<file path="config.mk">
export PLATFORM = sky130hd
export DESIGN_NAME = logic_unit_pipe
export DESIGN_NICKNAME = d
export VERILOG_FILES = /design/src/rtl/logic_unit_pkg.sv /design/src/rtl/logic_unit_pipe_core.sv /design/src/rtl/logic_unit_pipe.sv
export SDC_FILE = /design/constraint.sdc
export NUM_CORES = 1
export LEC_CHECK = 0
export ABC_AREA = 1
export CELL_PAD_IN_SITES_DETAIL_PLACEMENT = 0
export CELL_PAD_IN_SITES_GLOBAL_PLACEMENT = 1
export CORE_MARGIN = 4
export CORE_UTILIZATION = 40
export CTS_CLUSTER_DIAMETER = 120
export DETAILED_ROUTE_END_ITERATION = 12
export GPL_TIMING_DRIVEN = 0
export PLACE_DENSITY = 0.82
export SYNTH_ARGS = -nofsm -noshare
export SYNTH_HDL_FRONTEND = slang
export SYNTH_SLANG_ARGS = --single-unit
export TNS_END_PERCENT = 1
</file>
<file path="constraint.sdc">
create_clock -name clk -period 2.2 [get_ports clk]
set_clock_uncertainty 0.1 [all_clocks]
set_input_delay 0.33 -clock clk [delete_from_list [all_inputs] [get_ports clk]]
set_output_delay 0.33 -clock clk [all_outputs]
set_load 0.01 [all_outputs]
</file>
<file path="src/rtl/logic_unit_pkg.sv">
// Shared types for the pipelined logic unit: op encoding and stage-2 FSM states.
package logic_unit_pkg;

    typedef enum logic [2:0] {
        OP_AND  = 3'd0,
        OP_OR   = 3'd1,
        OP_NAND = 3'd2,
        OP_NOR  = 3'd3,
        OP_XOR  = 3'd4,
        OP_XNOR = 3'd5,
        OP_NOTA = 3'd6,
        OP_PASS = 3'd7
    } op_e;

    typedef enum logic {
        IDLE  = 1'b0,
        ACCUM = 1'b1
    } state_e;

endpackage

</file>
<file path="src/rtl/logic_unit_pipe_core.sv">
// Combinational WIDTH-bit Boolean op mux (module logic_op_core); NOT A and PASS A ignore b.
module logic_op_core
    import logic_unit_pkg::*;
#(
    parameter int WIDTH = 8
) (
    input  op_e              op,
    input  logic [WIDTH-1:0] a,
    input  logic [WIDTH-1:0] b,
    output logic [WIDTH-1:0] r
);

    always_comb begin
        r = '0;
        case (op)
            OP_AND:  r = a & b;
            OP_OR:   r = a | b;
            OP_NAND: r = ~(a & b);
            OP_NOR:  r = ~(a | b);
            OP_XOR:  r = a ^ b;
            OP_XNOR: r = ~(a ^ b);
            OP_NOTA: r = ~a;
            OP_PASS: r = a;
            default: r = '0;
        endcase
    end

endmodule

</file>
<file path="src/rtl/logic_unit_pipe.sv">
// Two-stage bitwise logic unit with valid/ready, accumulate bursts and a saturating beat count.
// Optional out_parity port enabled by defining LOGIC_UNIT_PARITY_EN.
module logic_unit_pipe
    import logic_unit_pkg::*;
#(
    parameter int WIDTH = 8,
    parameter int CNT_W = 8
) (
    input  logic             clk,
    input  logic             rst_n,
    input  logic             in_valid,
    output logic             in_ready,
    input  logic [2:0]       in_op,
    input  logic [WIDTH-1:0] in_a,
    input  logic [WIDTH-1:0] in_b,
    input  logic             in_acc,
    input  logic             in_last,
    output logic             out_valid,
    input  logic             out_ready,
    output logic [WIDTH-1:0] out_data,
    output logic             out_last,
    output logic [CNT_W-1:0] op_count
`ifdef LOGIC_UNIT_PARITY_EN
    ,
    output logic             out_parity
`endif
);

    logic             stall;
    logic             adv;
    logic             s1_valid;
    op_e              s1_op;
    logic [WIDTH-1:0] s1_a;
    logic [WIDTH-1:0] s1_b;
    logic             s1_acc;
    logic             s1_last;

    state_e           state_q, state_d;
    logic [WIDTH-1:0] acc_q, acc_d;
    logic [WIDTH-1:0] opnd_b;
    logic [WIDTH-1:0] r;
    logic             emit;

    assign stall    = out_valid && !out_ready;
    assign in_ready = !stall;
    assign adv      = s1_valid && !stall;

    // Stage 1: capture the beat on accept
    always_ff @(posedge clk or negedge rst_n) begin
        if (!rst_n) begin
            s1_valid <= 1'b0;
            s1_op    <= OP_AND;
            s1_a     <= '0;
            s1_b     <= '0;
            s1_acc   <= 1'b0;
            s1_last  <= 1'b0;
        end else if (!stall) begin
            s1_valid <= in_valid;
            if (in_valid) begin
                s1_op   <= op_e'(in_op);
                s1_a    <= in_a;
                s1_b    <= in_b;
                s1_acc  <= in_acc;
                s1_last <= in_last;
            end
        end
    end

    logic_op_core #(.WIDTH(WIDTH)) u_core (
        .op (s1_op),
        .a  (s1_a),
        .b  (opnd_b),
        .r  (r)
    );

    // Continuing accumulate beats fold against acc_q instead of their own b
    always_comb begin
        state_d = state_q;
        acc_d   = acc_q;
        emit    = 1'b0;
        opnd_b  = s1_b;
        if (s1_acc && state_q == ACCUM)
            opnd_b = acc_q;
        if (s1_valid) begin
            if (s1_acc) begin
                acc_d = r;
                if (s1_last) begin
                    emit    = 1'b1;
                    state_d = IDLE;
                end else begin
                    state_d = ACCUM;
                end
            end else begin
                emit = 1'b1;
            end
        end
    end

    always_ff @(posedge clk or negedge rst_n) begin
        if (!rst_n) begin
            state_q <= IDLE;
            acc_q   <= '0;
        end else if (adv) begin
            state_q <= state_d;
            acc_q   <= acc_d;
        end
    end

    // Stage 2 output register; an absorbed beat leaves the slot empty
    always_ff @(posedge clk or negedge rst_n) begin
        if (!rst_n) begin
            out_valid <= 1'b0;
            out_data  <= '0;
            out_last  <= 1'b0;
        end else if (!stall) begin
            out_valid <= s1_valid && emit;
            if (s1_valid && emit) begin
                out_data <= r;
                out_last <= s1_last;
            end
        end
    end

    always_ff @(posedge clk or negedge rst_n) begin
        if (!rst_n)
            op_count <= '0;
        else if (adv && op_count != '1)
            op_count <= op_count + CNT_W'(1);
    end

`ifdef LOGIC_UNIT_PARITY_EN
    always_ff @(posedge clk or negedge rst_n) begin
        if (!rst_n)
            out_parity <= 1'b0;
        else if (!stall && s1_valid && emit)
            out_parity <= ^r;
    end
`endif

endmodule
</file>
==> metrics.md <==
| Metric | Value |
|---|---|
| DRC viols | 0 |
| Clock power share | about 14% |
| Sequential power share | a little over a third |
| Total die area | 0.00912 mm² |
| Area leader, netlist | dfrtp_1 |
| Final hold violation count | 0 |
| Critical-path maximum fanout | 10 |
| Worst EP arrival | ~2.1 ns |
| Slew Viols, Final | 0 |
| Status | finished, final reports clean |
| Final setup fails | 0 |
| Mean Syn Cell Area | between 7 and 8 µm² |
| Placer Congestion | 0.885 |
| CP startpoint kind | register |
| Critical path class | register to register |
| Clock transition at path regs | around 0.1 ns |
| Met3 usage | roughly 3.7% |
| Die X | around 96 µm |
| P_int | between 2 and 2.5 mW |
| CTS buffer count | 5 |
| Post-place setup slack | -0.144 ns |
| Most common cell after layout, fill and taps aside | nand2_1 |
| Max clock buf depth | 2 |
| Worst-path cell chain | nand2_4, buf_6, o21ai_1, inv_1, ha_1, nand3_1, nand2_1, nor2_1, nand2_1, nand3_1, nand2_1 |
| Initial core utilization | around two fifths |
| Num rows | 31 |
| Number of I/O pins | 44 |
| Net Sw Power | roughly 1.7 mW |
| Layout cells sized above 1 | under 10% |
| Vias/cell | 4.95 |
| Slowest cell on crit path | dfrtp_1 |
| Die Height | around 96 µm |
| Worst slew pin tran | between 0.5 and 0.6 ns |
| Global routing's busiest layer | met2 |
| WL/cell | roughly 14 µm |
| Initial antenna violation count | 0 |
| Detailed-router iteration count before antenna repair | 4 |
| EDFF count, synth | 0 |
| Final worst setup slack | 0.182 ns |
| Largest net degree at the start of global routing | between 40 and 50 |
| Tmin final | ~2.0 ns |
| DRT antenna net count | 0 |
| Cells after Synth | 420 |
| All-layer global routing usage | a little under a fifth |
| Vias | ~2800 |
| Fmax | ~500 MHz |
| Switching share of power | roughly 43% |
| CTS tree | built |
| Combinational share of power | approximately half |
| Vias in the first global route | around 2800 |
| First-pass GRT wire length | ~14000 µm |
| Top_reg_cell synth | dfrtp_1 |
| Yosys reg bits | 49 |
| Routed WL | around 8200 µm |
| Leak | roughly 2.0 nW |
| Cell Pwr Density | 1050 mW/mm² |
| Area Overhead vs Synth | 22.5% |
| Commonest non-fill, non-tap cells in the layout | nand2_1 (110), inv_1 (63), nand3_1 (49), dfrtp_1 (49), clkdlybuf4s50_1 (42) |
| Clk Latency, worst-skew pair | 0.30 ns |
| Met1 usage | 26.2% |
| Final period util | around nine tenths |
| CTS sink count | 49 |
| Hold_ws | 0.336 ns |
| Largest stage delay on the critical path | a little over 0.4 ns |
| Post-DP Area | roughly 0.0036 mm² |
| CP Capture Type | register |
| Most used cell, CP | nand2_1 |
| RSZ-0062 raised after global routing | no |
| H-tree depth | 2 |
| Total power | approximately 3.9 mW |
| Post-Syn Nets | between 400 and 500 |
| Final HPWL DP | about 6000 µm |
| Root buffer cell | clkbuf_8 |
| Max-slew headroom at the worst pin | a little over three fifths |
| MaxCap Viol Count | 0 |
| GRT overflow | 0 |
| Post-synthesis sequential area ratio | roughly two fifths |
| Mapped Area | roughly 0.0031 mm² |
| Area share of the largest cell type after synthesis | between 40% and 50% |
| Starting DRT DRC Count | 181 |
| Top post-synthesis cells by area | dfrtp_1 (40%), nand2_1 (14%), nand3_1 (8.0%), inv_1 (7.7%), ha_1 (6.9%) |
| Yosys warning total | 0 |
| Async SR Flop Fraction | between 90% and 100% |
| Data required time of the worst path | between 2 and 2.5 ns |
| Fin area | roughly 0.0038 mm² |
| Largest vdd supply drop | about 0.00050 V |
| Core Footprint | 0.00733 mm² |
| Layout Utilization | just over 50% |
| Met2 GRT Util | 32.4% |
| Layout Nets | around 520 |
| Post-synth cell types | 25 |
| I/O Buffers | 43 |
| Hold crit path type | input port to async pin |
| ANT cells | 0 |
Yosys cell counts (2+ instances only):
cell type  instances
mux2_2             6
o21ai_0           15
a21oi_1           14
nor2_2             3
inv_1             63
nor2_1            36
xor2_1             3
buf_2              6
nand3_1           49
dfrtp_1           49
mux2_1             2
buf_4              7
ha_1              17
clkbuf_1           4
nand4_1           22
inv_2              5
nand2_1          111
layer usage:
layer	part of all wire (%)	wire length (µm)
met1	47	3840
met5	0	0
met2	47	3890
met3	5.2	429
met4	0.52	43
cell type report:
cell class,count,area (µm²)
Clock buffer,6,72.6
Inverter,68,255
Tap cell,99,124
Clock inverter,2,13.8
Multi-Input combinational cell,285,1490
Fill cell,723,3580
Buffer,18,109
Timing Repair Buffer,46,463
Sequential cell,49,1230
per-stage QoR:
| step | cells | setup TNS, ns |
|---|---|---|
| after floorplan | 420 | 0 |
| after global placement | 562 | -43.15 |
| after detailed placement | 563 | -1.64 |
| after CTS | 572 | 0 |
| after global routing | 573 | 0 |
| final | 573 | 0 |
final timing paths:
path / start / endpoint / slack (ns) / depth (start not counted)
max: s1_acc / acc_q[4] / 0.18 / 11
min: rst_n / s1_op[0] / 0.34 / 2
max reg2reg: s1_acc / acc_q[4] / 0.18 / 11
min reg2reg: out_data[5] / out_data[5] / 0.38 / 2
max in group asynchronous: rst_n / acc_q[3] / 1.15 / 3
min in group clk: out_data[5] / out_data[5] / 0.38 / 2
sequential cells by signal, indices dropped and copies added (netlist names):
name / flops
out_last: 1
s1_b: 8
acc_q: 8
s1_a: 8
s1_last: 1
op_count: 8
s1_op: 3
out_data: 8
out_valid: 1
state_q: 1
s1_valid: 1
s1_acc: 1
power groups by stage:
stage               sequential [mW]  combinational [mW]  clock (mW)
finish                         1.42                1.96       0.551
global route                   1.47                2.26       0.601
CTS                            1.42                1.95       0.572
detailed placement             1.44                1.93           0
global placement               1.43                1.92           0
floorplan                      1.45                1.17           0
what timing repair did:
item                                   in CTS  in global routing
gates cloned                                0                  0
hold buffers                                1                  0
gates resized for setup                     3                  7
pin swaps                                   0                  2
setup endpoints to repair                  16                 16
setup buffers                               0                  1
endpoints found under the hold margin       9                  0
cell families after synthesis:
family	Yosys count	synth area share, %
adder cells (fa/ha/maj)	17	6.94
multiplexers	8	2.94
XOR/XNOR	4	1.14
AO/OA/AOI/OAI	31	5.19
buffers and inverters	86	11.6
AND/OR/NAND/NOR	225	32.1
flip-flops	49	40.0
critical path: cells and delay by family (launching register included):
| kind | cells | cell delay (ns) |
|---|---|---|
| compound gates | 1 | 0.24 |
| fa+ha+maj | 1 | 0.29 |
| flops | 1 | 0.41 |
| buf+inv | 2 | 0.23 |
| simple gates | 7 | 0.65 |
(Power assumes the default switching activity.)
